## src/rtl/bcd_display_scanner.sv

```systemverilog
// bcd_display_scanner
//
// Time-multiplexed driver for an 8-digit common-anode seven-segment display.
// A 32-bit packed BCD word is captured on `load` and the eight digits are
// scanned round-robin, each digit slot lasting REFRESH_DIV clock cycles. The
// first cycle of every slot is blanked (all anodes off) so the previous
// digit's cathode pattern never ghosts onto the next anode.
//
// All outputs are registered: the pins reflect the (cnt, idx, disp) state
// one clock after that state was present.
//
// Optional feature macro: LEADING_ZERO_BLANK_EN
//   When defined, a digit k>=1 whose value and every higher digit are zero is
//   suppressed (anode off, segments off) for its whole slot. Digit 0 is always
//   shown. Invalid BCD digits (10..15) count as nonzero.
//   When undefined, all eight digits are always driven.
//
// Reset is asynchronous and active-high; it forces the pins dark at once.

module bcd_display_scanner #(
  parameter int REFRESH_DIV = 100000
) (
  input  logic        clk,
  input  logic        reset,
  input  logic [31:0] BCD_number,
  input  logic        load,
  output logic [7:0]  anode,
  output logic [6:0]  seg
);

  // Counter width is ceil(log2(REFRESH_DIV)), never narrower than one bit.
  localparam int CNT_W = ($clog2(REFRESH_DIV) < 1) ? 1 : $clog2(REFRESH_DIV);
  localparam logic [CNT_W-1:0] CNT_LAST = CNT_W'(REFRESH_DIV - 1);

  // Active-low cathode patterns, bit order {g,f,e,d,c,b,a}.
  localparam logic [6:0] SEG_OFF  = 7'h7F;
  localparam logic [6:0] SEG_DASH = 7'h3F;
  localparam logic [7:0] AN_OFF   = 8'hFF;

  // ------------------------------------------------------------------
  // State registers
  // ------------------------------------------------------------------
  logic [CNT_W-1:0] cnt_q,   cnt_d;
  logic [2:0]       idx_q,   idx_d;
  logic [31:0]      disp_q,  disp_d;
  logic [7:0]       anode_q, anode_d;
  logic [6:0]       seg_q,   seg_d;

  // Digit currently addressed by the scan index.
  logic [3:0] cur_digit;
  // High when the addressed digit must be kept dark (leading-zero blanking).
  logic       suppress;

  // Seven-segment decode; anything outside 0..9 shows a lone dash.
  function automatic logic [6:0] decode_digit(input logic [3:0] d);
    logic [6:0] s;
    case (d)
      4'd0:    s = 7'h40;
      4'd1:    s = 7'h79;
      4'd2:    s = 7'h24;
      4'd3:    s = 7'h30;
      4'd4:    s = 7'h19;
      4'd5:    s = 7'h12;
      4'd6:    s = 7'h02;
      4'd7:    s = 7'h78;
      4'd8:    s = 7'h00;
      4'd9:    s = 7'h10;
      default: s = SEG_DASH;
    endcase
    return s;
  endfunction

  // Select the addressed nibble of the latched display value.
  always_comb begin : digit_select
    cur_digit = disp_q[{idx_q, 2'b00} +: 4];
  end

`ifdef LEADING_ZERO_BLANK_EN
  // zero_from[k] is high when digits k..7 of disp are all zero.
  logic [7:0] zero_from;

  // Build the "everything from here upward is zero" chain, top digit first.
  always_comb begin : leading_zero_chain
    zero_from    = '0;
    zero_from[7] = (disp_q[31:28] == 4'd0);
    for (int k = 6; k >= 0; k--) begin
      zero_from[k] = zero_from[k+1] & (disp_q[4*k +: 4] == 4'd0);
    end
  end

  // Digit 0 is never suppressed so a zero value still shows a single "0".
  always_comb begin : suppress_select
    suppress = (idx_q != 3'd0) && zero_from[idx_q];
  end
`else
  // Without blanking every digit is always driven.
  always_comb begin : suppress_select
    suppress = 1'b0;
  end
`endif

  // Slot counter, scan index and display latch next-state.
  always_comb begin : next_state
    cnt_d  = cnt_q + CNT_W'(1);
    idx_d  = idx_q;
    if (cnt_q == CNT_LAST) begin
      cnt_d = '0;
      idx_d = idx_q + 3'd1;   // 3-bit index wraps 7 -> 0 on its own
    end
    disp_d = load ? BCD_number : disp_q;
  end

  // Pin values for the next cycle, built from the current (pre-edge) state.
  always_comb begin : output_next
    if ((cnt_q == '0) || suppress) begin
      anode_d = AN_OFF;
    end else begin
      anode_d = ~(8'h01 << idx_q);
    end
    seg_d = suppress ? SEG_OFF : decode_digit(cur_digit);
  end

  // All state and pin registers, cleared asynchronously to a dark display.
  always_ff @(posedge clk or posedge reset) begin : state_regs
    if (reset) begin
      cnt_q   <= '0;
      idx_q   <= '0;
      disp_q  <= '0;
      anode_q <= AN_OFF;
      seg_q   <= SEG_OFF;
    end else begin
      cnt_q   <= cnt_d;
      idx_q   <= idx_d;
      disp_q  <= disp_d;
      anode_q <= anode_d;
      seg_q   <= seg_d;
    end
  end

  assign anode = anode_q;
  assign seg   = seg_q;

endmodule

```

## config.mk

```make
export PLATFORM = sky130hd
export DESIGN_NAME = bcd_display_scanner
export DESIGN_NICKNAME = d
export VERILOG_FILES = /design/src/rtl/bcd_display_scanner.sv
export SDC_FILE = /design/constraint.sdc
export NUM_CORES = 1
export LEC_CHECK = 0
export ABC_AREA = 1
export BUFFER_PORTS_ARGS = -buffer_cell sky130_fd_sc_hd__buf_4
export CAP_MARGIN = 20
export CORE_UTILIZATION = 44
export CTS_CLUSTER_SIZE = 20
export DETAILED_ROUTE_END_ITERATION = 10
export PLACE_DENSITY = 0.72
export REMOVE_ABC_BUFFERS = 1
export SYNTH_ARGS = -nofsm -noshare
export SYNTH_HDL_FRONTEND = slang
export SYNTH_SLANG_ARGS = --single-unit
export TNS_END_PERCENT = 1
```

## constraint.sdc

```tcl
create_clock -name clk -period 2.2 [get_ports clk]
set_clock_uncertainty 0.05 [all_clocks]
set_input_delay 0 -clock clk [delete_from_list [all_inputs] [get_ports clk]]
set_output_delay 0 -clock clk [all_outputs]
set_load 0.05 [all_outputs]
```

======== Word level (Yosys, flattened, before mapping) ========
Memory sizes are Yosys's and may differ from the RTL's. A register that Yosys moved wholly into a read port is not among the register bits.
Index checks and enable logic that the tools add are counted.
W data, S select, Z words.
storage, ports and cells
  bits in registers ....................... 60
  bits in latches ......................... 0
  RAM bits ................................ 0
  ROM bits ................................ 112
  output and inout port bits .............. 15
  memories kept ........................... 1
operators by class
  add/subtract/negate cells ............... 2
  multiply operators ...................... 0
  divide/modulo/power cells ............... 0
  $lt $le $gt $ge ......................... 0
  eq/ne operators ......................... 1
  shifts and indexed selects .............. 2
  multiplexer cells ....................... 2
  bitwise operators ....................... 1
  reductions and logical operators ........ 1
memory list
  name             depth  bits a word  read ports  clocked after memory_dff  write ports  line  text
  (no name shown)  16     7            1           1                         0            57    case (d)
operators by type and width
  kind                     count
  $shiftx A32 B6 Y4        1
  $add A17 B1 Y17 const B  1
  $eq A17 B17 Y1 const B   1
  $logic_not A17 Y1        1
  $mux W17                 1
  $mux W8                  1
  $not A8 Y8               1
  $shl A1 B3 Y8 const A    1
  $add A3 B1 Y3 const B    1

======== Depth between registers and ports, before layout ========
Gate-level depths: netlist of run 1.
  depth after elaboration ................. 3
  mapped depth ............................ 12

======== Worst setup path after synthesis of run 1 ========
OpenSTA, ideal clock, no wires.
  path type ............................... reg2reg
  start ................................... reg idx_q[0]
  end ..................................... reg seg_q[3] (netlist: seg[3])
  data arrival time ....................... 1.470 ns
  data required time ...................... 2.073 ns
  path slack .............................. 0.604 ns
  cell stages (with the launch flop) ...... 11
  path buffers ............................ 2
  period minus slack after synthesis ...... 1.596 ns
  cells stage by stage .................... dfrtp_1 > buf_6 > buf_6 > nand2_1 > nand3_1 > nand3_1 > nand2_1 > ha_1 > nand3_1 > nand3_1 > nand2_1
between the ends
  cells in the longest elaborated chain, start to end .. 1
RTL lines
  what                      line  text
  start: declaration        44    logic [2:0] idx_q, idx_d;
  start signal: assignment  133   idx_q <= idx_d;
  $shiftx A32 B6 Y4         75    cur_digit = disp_q[{idx_q, 2'b00} +: 4];
  end: declaration          47    logic [6:0] seg_q, seg_d;
No other way between the ends.
A chain may end at the register's enable or synchronous reset.

======== Worst setup path after layout of run 1 ========
  start ................................... reg idx_q[1]
  end ..................................... reg seg_q[5] (netlist: seg[5])
Same word-level chain as after synthesis.

==> results of run 1 <==
## registers in the layout (all words and copies together), names as in the netlist
name and cells:
seg 7, cnt_q 17, anode 8, idx_q 3
disp_q 32
## cells in the final DEF (no fill, tap or decap), types with 14 or more instances in the layout
cell,count
o21ai_0,35
dfstp_2,15
nand3_1,43
ha_1,14
nand2_1,100
dlygate4sd3_1,33
inv_1,54
dfrtp_1,52
buf_4,51
nor2_1,22
## cell families after synthesis
kind of cell	synth area share
DFF	0.5039
AOI/OAI and AO/OA	0.08107
xor gates and xnor gates	0.007811
and+or+nand+nor	0.2503
buffers and inverters	0.09483
muxes	0.01004
adders and majority gates	0.05206
## worst min-delay path by stage
stage                                  end  cells after the start  startpoint
CTS                  disp_q[5]$_DFFE_PP0P_                      3        load
finish              disp_q[30]$_DFFE_PP0P_                      3        load
detailed placement     cnt_q[11]$_DFF_PP0_                      2       reset
floorplan           disp_q[12]$_DFFE_PP0P_                      1        load
global placement       cnt_q[11]$_DFF_PP0_                      2       reset
global route        disp_q[18]$_DFFE_PP0P_                      3        load
## cell usage after synthesis, drive strengths merged
library cell	count	area, sq um
nor2	26	117.6
a21oi	5	28.78
a31oi	2	12.51
mux2	3	33.78
clkbuf	7	26.28
nand3	45	235.2
o21ai	40	204.0
nand2	104	400.4
buf	6	53.79
clkinv	1	3.750
dfrtp	52	1301
ha	14	175.2
nand4	5	37.53
xor2	3	26.28
o21bai	1	7.510
o211ai	2	20.02
nor3b	1	7.510
dfstp	15	394.1
inv	62	235.2
and3	1	6.260
nor3	6	30.03
nand3b	1	7.510
## worst max-delay path, delay by kind of cell (launching register included)
family / cells / cell delay, ps
buffers and inverters: 3 / 310
AND/OR/NAND/NOR: 6 / 570
adder cells (fa/ha/maj): 1 / 190
flip-flops: 1 / 660
## metal layers
metal  up-vias  GRT usage  wire (um)
met5         -          0          0
met4         0    0.07937        117
met3        10    0.04986        259
met2        54     0.3567       3522
met1      1295     0.2500       3446
li1       1441          -          -
## where the power goes
part / total (W) / switching (W) / internal (W)
clock network: 0.00116 / 0.000495 / 0.000665
registers: 0.00134 / 0.0000205 / 0.00132
logic: 0.000402 / 0.000237 / 0.000165
## cell type report
class	instances	area share
inverters	63	0.05463
clock inverters	4	0.01259
repair buffers	85	0.1676
flip-flops and latches	67	0.3876
well taps	99	0.02832
clock buffers	12	0.04062
multi-input cells	259	0.3086
## per-stage QoR
| stage | instances | utilization | worst slack, ps | instance area, sq um |
|---|---|---|---|---|
| 2_1_floorplan | 389 | - | 352.2 | 3284 |
| 3_3_place_gp | 540 | 0.5199 | 357.7 | 3811 |
| 3_5_place_dp | 540 | 0.5199 | 358.4 | 3811 |
| 4_1_cts | 589 | 0.5967 | 329.7 | 4374 |
| 5_1_grt | 589 | 0.5967 | 178.8 | 4374 |
| 6_report | 589 | 0.5967 | 332.8 | 4374 |
## timing repair
item / CTS / global route
resized for setup: 0 / 0
hold buffers: 33 / 0
buffers inserted: 0 / 0
hold endpoints to repair: 56 / 0
==> metrics, run 1 <==
Final Cycle Share=0.8487; area of the multi-input gates=1350 sq um; setup_tns=0 ps; critical path launch point=idx_q[1]$_DFFE_PP0N_; end point of the critical path=seg[5]$_DFF_PP1_; hold slack=around 87 ps; Max Slew Vio Count=0; largest net degree at the start of global routing=62; buffer levels on the longest clock path=2; maxcap violations=0; Most common cell on crit path=nand3_1; drt total wl=approximately 7.3 mm; Tot Pwr=between 0.002 and 0.003 W; global placement routability congestion=0.8889; Vias/cell=about 4.8; gr usage total=0.2066; antenna-violating nets left=0; number of global-route vias before repair=roughly 2,700; clock-pin slew on the worst setup and hold paths=around 80 ps; number of diodes=0; # port buffers=49; crit end category=flop; Crit-path slowest cell=dfrtp_1; Fmax=around 0.54 GHz; actual slew at the worst max-slew pin=~700 ps; Synth-to-Final Area Change=30.01%; DRC errors left=0; core area=7331 sq um; first-pass GRT wire length=about 12 mm; register area=between 1500 and 2000 sq um; Starting Density=0.4590; Hold Vio Cnt, Final=0; slew margin rel.=0.5278; power per cell area=663.5 nW/um^2; Hold Crit Class=in2reg; Crit Path Class=reg2reg; flops & latches, synth=67; worst skew pair latency=350 ps; nets=between 500 and 600; Worst path max stage delay=660 ps; leakage=between 2 and 2.5 nW; Worst Path Arrival=2100 ps; synth warn=0; H-tree depth=3; layout cells sized above 1=0.2184; maximum vdd drop=0.3444 mV; die width=slightly below 90 um; IO Count=50; CP Max Fanout=12; Site Rows=31; crit start category=flop; Critical Path, Cell by Cell=inv_4 -> nand3_1 -> nand3_1 -> nand2_1 -> inv_1 -> ha_1 -> inv_1 -> nand3_1 -> nand3_1 -> nand2_1; antenna violations before repair=0; drt first pass iters=4; Die ar.=8000 sq um; RSZ-0062 raised after global routing=false; distinct cell type count after synthesis=35; flop2flop setup slack=roughly 330 ps; endpoints failing setup=0; Clock Sink Count=67; via count=2,800; CTS root buf=clkbuf_8; Num CTS Buffers=9; Seq/Total Area, Yosys=0.5039; R2R cell count=10; CTS tree=done; fillcell total=622; reg-to-reg endpoint=seg[5]$_DFF_PP1_; HPWL Detailed=around 4.8 mm; r2r startpoint=idx_q[1]$_DFFE_PP0N_; status=complete, no violations; Routed WL per cell=~12 um; Critical Path RT=~2400 ps; synthesized area=about 3400 sq um; Die H=between 80 and 90 um; global route overflow=0; synthesized instance count=402; syn avg cell area=8.369 sq um; Final min period=between 1500 and 2000 ps; DRT iter0 DRCs=154
Note: power is estimated with default switching activity, not from simulation.
==> run 2, diff against run 1 <==
ABC_AREA = 0   (was 1)
PLACE_DENSITY = 0.75   (was 0.72)
clock period = 1.5 ns   (was 2.2 ns; I/O delays follow)
==> run 2 against run 1 <==
Against the previous run:
- the run now ends with setup timing left
- sequential cell count stayed put
- first-iteration DRC count is 42% lower
- die area fell by 7.4%
- clock power up 59%
- setup slack worse by 820 ps
- non-clock buffer count up 37
- design area rose by 3.1%
- register-to-register slack got worse by 820 ps
- combinational power is 70% higher
- routed wire length decreased by 13%
- area after synthesis is 7.5% lower
- sequential share of layout area fell by 1.2 points
- critical path type unchanged
- largest cell class unchanged
- largest power group unchanged
==> metrics, run 2 <==
layout cells sized above 1=0.4972 (+0.2788); number of diodes=0 (unchanged); Critical Path RT=1710 ps (-720 ps); Num CTS Buffers=9 (unchanged); Bufs and invs on worst path=3 (unchanged); actual slew at the worst max-slew pin=404.5 ps (-302.7 ps); antenna-violating nets left=0 (unchanged); leakage=2.027 nW (-5.9%); global route overflow=0 (unchanged); synthesized instance count=226 (-44%); buffer levels on the longest clock path=2 (unchanged); Clock Sink Count=67 (unchanged); flop2flop setup slack=-490 ps (-820 ps); CTS tree=done; synth warn=0 (unchanged); largest net degree at the start of global routing=68 (+9.7%); IO Count=50 (unchanged); Async S/R FF share, synth=1.000 (unchanged); slew margin rel.=0.7303 (+0.2025); CP Max Fanout=5 (-7); flops & latches, synth=67 (unchanged); Post-Place Worst Slack=-536.7 ps (-895.2 ps); DP Area=3832 sq um (+0.56%); HP Start=load; core area=6794 sq um (-7.3%); Worst path max stage delay=500 ps (-160 ps); die width=86.08 um (-3.8%); Fmax=0.5027 GHz (-6.1%); most frequent cells in the layout=buf_4 (85), dfrtp_1 (52), dlygate4sd3_1 (33), mux2_2 (26), dfstp_2 (15); maxcap violations=0 (unchanged); Worst Path Arrival=2200 ps (+100 ps); Hold Crit Class=in2reg; drt total wl=6.360 mm (-13%); endpoints failing setup=19 (+19); Crit Path Class=reg2reg; DRC errors left=0 (unchanged); worst hold stages=2 (-1); Synth-to-Final Area Change=45.01%; Hold Vio Cnt, Final=0 (unchanged); Starting Density=0.4578 (-0.001125); synthesized area=3110 sq um (-7.5%); worst skew pair latency=340 ps (about the same); via count=2,197 (-22%); clock-pin slew on the worst setup and hold paths=80 ps (about the same); antenna violations before repair=0 (unchanged); H-tree depth=3 (unchanged); Commonest cells post-synth=dfrtp_1 (52), mux2_2 (26), dfstp_2 (15); distinct cell type count after synthesis=40 (+14%); crit end category=flop; Synth area leader=dfrtp_1; top cell type's share of synthesized area=0.4183 (+0.03158); RSZ-0062 raised after global routing=true; failing checks=setup timing; crit start category=flop; Seq/Total Area, Yosys=0.5451 (+0.04115); post-route cell area=4511 sq um (+3.1%); most common cell after layout, fill and taps aside=buf_4; Final min period=1989 ps (+122.2 ps); nets=398 (-25%); # port buffers=49 (unchanged); top cells by area, synth=dfrtp_1 (42%), dfstp_2 (13%), mux2_2 (9.4%), mux4_2 (5.8%), ha_1 (5.6%); drt first pass iters=4 (unchanged); syn avg cell area=13.76 sq um (+64%); power per cell area=1004 nW/um^2 (+51%); max reg flops=32 (unchanged); Crit-path slowest cell=mux4_2; first-pass GRT wire length=10.55 mm (-14%); global placement routability congestion=0.7955 (-11%); Final Cycle Share=1.326 (+0.4775); status=finished, violations left; Post-synth EDFFs=0 (unchanged); HPWL Detailed=4.062 mm (-16%); final worst slack=-489.3 ps (-822.2 ps); CTS root buf=clkbuf_8; gr usage total=0.1886 (-0.01801); reg-to-reg endpoint=seg[3]$_DFF_PP1_; R2R cell count=8 (-2); Critical Path, Cell by Cell=buf_6 -> mux4_2 -> mux2i_1 -> buf_4 -> inv_4 -> ha_4 -> mux2i_2 -> a22oi_1; Max Slew Vio Count=0 (unchanged); crit-path leading delay family=multiplexers; maximum vdd drop=0.6370 mV (+85%); Reg with most FFs=disp_q; most common cell in the netlist=dfrtp_1; Hold EP=disp_q[1]$_DFFE_PP0P_; Die ar.=7410 sq um (-7.4%); Synth Flop Type=dfrtp_1; Vias/cell=4.882 (+2.7%); DRT iter0 DRCs=89 (-42%); Site Rows=30 (-3.2%); Die H=86.08 um (-3.8%); number of global-route vias before repair=2,257 (-17%); Routed WL per cell=14.13 um (+13%); r2r startpoint=idx_q[0]$_DFFE_PP0N_
==> run 2: cell types whose count changed after synthesis, sizes merged, moves of 5 or more <==
cell	change
nand3	-32
mux4	+8
xnor2	+7
nand2	-95
inv	-54
mux2i	+6
mux2	+33
nor2	-15
clkbuf	-5
o21ai	-37
==> run 2: worst max-delay path by stage <==
stage	start	to	slack, ps	depth (start not counted)
3_5_place_dp	idx_q[0]$_DFFE_PP0N_	seg[3]$_DFF_PP1_	-540	8
2_1_floorplan	cnt_q[0]$_DFF_PP0_	idx_q[1]$_DFFE_PP0N_	-760	5
3_3_place_gp	idx_q[0]$_DFFE_PP0N_	seg[3]$_DFF_PP1_	-470	8
4_1_cts	idx_q[0]$_DFFE_PP0N_	seg[3]$_DFF_PP1_	-470	8
6_report	idx_q[0]$_DFFE_PP0N_	seg[3]$_DFF_PP1_	-490	8
5_1_grt	idx_q[0]$_DFFE_PP0N_	seg[2]$_DFF_PP1_	-590	8
==> run 2: worst reg2reg max path: stages (launching register included) <==
cell     delay (ps)
dfrtp_1         390
buf_6           140
mux4_2          500
mux2i_1         180
buf_4           180
inv_4            50
ha_4            150
mux2i_2         170
a22oi_1         100
==> run 2: layout make-up <==
cell class,count,area [sq um]
multi-input combinational,141,1383
timing repair buffer,122,1031
sequential,67,1695
fill,485,2283
tap,96,120.1
clock buffer,9,123.9
clock inverter,7,125.1
inverter,8,32.53
==> run 2: where the power goes <==
group / leakage, nW / switching (W) / internal [W]
registers: 0.797 / 0.0000549 / 0.00194
logic: 1.11 / 0.000321 / 0.000361
clock network: 0.124 / 0.000728 / 0.00112
==> run 2: per-stage QoR <==
| stage | utilization | hold slack [ps] | cells | total power [W] | TNS (ps) |
|---|---|---|---|---|---|
| after floorplan | - | 84.70 | 216 | 0.002385 | -21400 |
| after global routing | 0.6639 | 126.3 | 450 | 0.004712 | -6022 |
| final | 0.6639 | 123.9 | 450 | 0.004528 | -4200 |
| after global placement | 0.5641 | 54.13 | 398 | 0.002595 | -4746 |
| after CTS | 0.6573 | 113.5 | 448 | 0.004558 | -4257 |
| after detailed placement | 0.5641 | 59.05 | 398 | 0.002612 | -5031 |
==> run 2: repair_timing <==
item,in CTS,in global routing
pin swaps,8,2
buffers inserted,1,2
resized for setup,8,8
endpoints found under the setup margin,19,26
hold buffers,33,0
endpoints found under the hold margin,99,0
==> run 2: routing by layer <==
| layer | GRT usage | vias up | share of wire |
|---|---|---|---|
| li1 | - | 1047 | - |
| met1 | 0.2486 | 1082 | 0.44 |
| met2 | 0.3016 | 53 | 0.50 |
| met3 | 0.03850 | 15 | 0.034 |
| met4 | 0.08485 | 0 | 0.027 |
| met5 | 0 | - | 0 |
==> run 2: cells by family (layout without fill, tap and decap cells) <==
| group | count (synthesis) | count (layout) | share of synthesized area |
|---|---|---|---|
| buf+inv | 18 | 146 | 0.02775 |
| simple gates | 52 | 52 | 0.08930 |
| xor+xnor | 14 | 14 | 0.03942 |
| flops | 67 | 67 | 0.5451 |
| fa+ha+maj | 14 | 14 | 0.05632 |
| mux | 50 | 50 | 0.2164 |
| compound gates | 11 | 11 | 0.02574 |
==> run 3, diff against run 2 <==
RECOVER_POWER = 50   (was unset)
==> run 3 against run 2 <==
Against the previous run:
- the flow still finishes with violations (setup timing)
- global-route usage is the same
- routed wire length up 0.27%
- die area unchanged
- via count up 0.14%
- highest routed layer unchanged
- register-to-register slack about the same
- cell count did not move
- power about the same
- clock-buffer cell count unchanged
- setup slack got worse by 1.6 ps
- clock power is essentially flat
- first-iteration DRC count is 2.2% higher
==> metrics, run 3 (synthesis results as in run 2) <==
global route overflow=0 (unchanged); nets=398 (unchanged); H-tree depth=3 (unchanged); crit start category=flop; Die H=86.08 um (unchanged); first-pass GRT wire length=10.55 mm (unchanged); r2r startpoint=idx_q[0]$_DFFE_PP0N_; max reg flops=32 (unchanged); Routed WL per cell=14.17 um (+0.27%); worst skew pair latency=340 ps (about the same); DRC errors left=0 (unchanged); antenna violations before repair=0 (unchanged); number of global-route vias before repair=2,257 (unchanged); global placement routability congestion=0.7955 (unchanged); Hold Crit Class=in2reg; crit end category=flop; Worst path max stage delay=500 ps (about the same); R2R cell count=8 (unchanged); Crit Path Class=reg2reg; # port buffers=49 (unchanged); IO Count=50 (unchanged); Num CTS Buffers=9 (unchanged); HPWL Detailed=4.062 mm (unchanged); buffer levels on the longest clock path=2 (unchanged); Tot Pwr=0.004526 W (about the same); Critical Path, Cell by Cell=buf_6 -> mux4_2 -> mux2i_1 -> buf_4 -> inv_4 -> ha_4 -> mux2i_2 -> a22oi_1; Final Cycle Share=1.327 (about the same); most common cell after layout, fill and taps aside=buf_4; endpoints failing setup=19 (unchanged); Fmax=0.5023 GHz (about the same); drt total wl=6.377 mm (+0.27%); Die ar.=7410 sq um (unchanged); number of diodes=0 (unchanged); Max Slew Vio Count=0 (unchanged); die width=86.08 um (unchanged); failing checks=setup timing; CP Max Fanout=5 (unchanged); leakage=2.023 nW (-0.19%); CTS root buf=clkbuf_8; Synth-to-Final Area Change=44.61%; RSZ-0062 raised after global routing=true; Final min period=1991 ps (+1.640 ps); core area=6794 sq um (unchanged); Crit-path slowest cell=mux4_2; DRT iter0 DRCs=91 (+2.2%); Starting Density=0.4578 (unchanged); CTS tree=done; Site Rows=30 (unchanged); largest net degree at the start of global routing=68 (unchanged); actual slew at the worst max-slew pin=888.5 ps (+484.0 ps); Vias/cell=4.889 (+0.14%); Worst Path Arrival=2210 ps (about the same); Hold Vio Cnt, Final=0 (unchanged); flop2flop setup slack=-490 ps (about the same); HP Start=load; Critical Path RT=1710 ps (about the same); most frequent cells in the layout=buf_4 (84), dfrtp_1 (52), dlygate4sd3_1 (33), mux2_2 (26), dfstp_2 (15); reg-to-reg endpoint=seg[3]$_DFF_PP1_; Hold EP=disp_q[1]$_DFFE_PP0P_; maxcap violations=0 (unchanged); clock-pin slew on the worst setup and hold paths=80 ps (about the same); Clock Sink Count=67 (unchanged); utilization after layout=0.6621 (-0.001841); via count=2,200 (+0.14%); power per cell area=1006 nW/um^2 (+0.24%); drt first pass iters=4 (unchanged); maximum vdd drop=0.6365 mV (about the same); fillcell total=487 (+0.41%); antenna-violating nets left=0 (unchanged); slew margin rel.=0.4077 (-0.3227); status=finished, violations left; setup_tns=-4205 ps (-5.050 ps); Reg with most FFs=disp_q; final worst slack=-491.0 ps (-1.640 ps); layout cells sized above 1=0.4944 (-0.002825); worst hold stages=2 (unchanged); hold slack=122.3 ps (-1.591 ps); gr usage total=0.1886 (unchanged)
[run 3: per-stage QoR]
step / instance area (sq um) / worst slack [ps] / instances
2_1_floorplan: 3054 / -756.1 / 216
3_3_place_gp: 3832 / -465.7 / 398
3_5_place_dp: 3832 / -536.7 / 398
4_1_cts: 4466 / -470.8 / 448
5_1_grt: 4498 / -585.0 / 450
6_report: 4498 / -491.0 / 450
[run 3: worst max-delay path by stage]
stage                                     from                    to  depth (start not counted)
after floorplan             cnt_q[0]$_DFF_PP0_  idx_q[1]$_DFFE_PP0N_                          5
after global placement    idx_q[0]$_DFFE_PP0N_      seg[3]$_DFF_PP1_                          8
after detailed placement  idx_q[0]$_DFFE_PP0N_      seg[3]$_DFF_PP1_                          8
after CTS                 idx_q[0]$_DFFE_PP0N_      seg[3]$_DFF_PP1_                          8
after global routing      idx_q[0]$_DFFE_PP0N_      seg[2]$_DFF_PP1_                          8
final                     idx_q[0]$_DFFE_PP0N_      seg[3]$_DFF_PP1_                          8
[run 3: worst max-delay path: cells and delay by family, from the launching register on]
family	cells	cell delay [ps]
multiplexers	3	850
buffers and inverters	3	370
AO/OA/AOI/OAI	1	100
flip-flops	1	390
adder cells (fa/ha/maj)	1	150
[run 3: final cells by class]
type	instances	area, sq um	share of cell area
Tap cell	96	120.1	0.02670
Sequential cell	67	1695	0.3769
Multi-Input combinational cell	141	1383	0.3074
Clock inverter	7	125.1	0.02782
Timing Repair Buffer	122	1018	0.2264
Clock buffer	9	123.9	0.02754
Inverter	8	32.53	0.007232
[run 3: what timing repair did]
action,in CTS,in global routing
hold buffers,33,0
hold endpoints to repair,99,0
cloned,0,0
setup buffers,1,2
resized for setup,8,8
setup endpoints to repair,19,26
pin swaps,8,2
[run 3: report_power, final]
group | switching (W) | internal [W] | leakage [nW]
Clock | 0.000731 | 0.00112 | 0.124
Combinational | 0.000320 | 0.000357 | 1.10
Sequential | 0.0000544 | 0.00194 | 0.797
Total | 0.00111 | 0.00342 | 2.02
[run 3: per-layer routing]
layer | track usage | wire (um) | vias up
met5 | 0 | 0 | -
met4 | 0.08485 | 174 | 0
met3 | 0.03850 | 216 | 15
met2 | 0.3016 | 3161 | 52
met1 | 0.2486 | 2824 | 1084
li1 | - | - | 1049
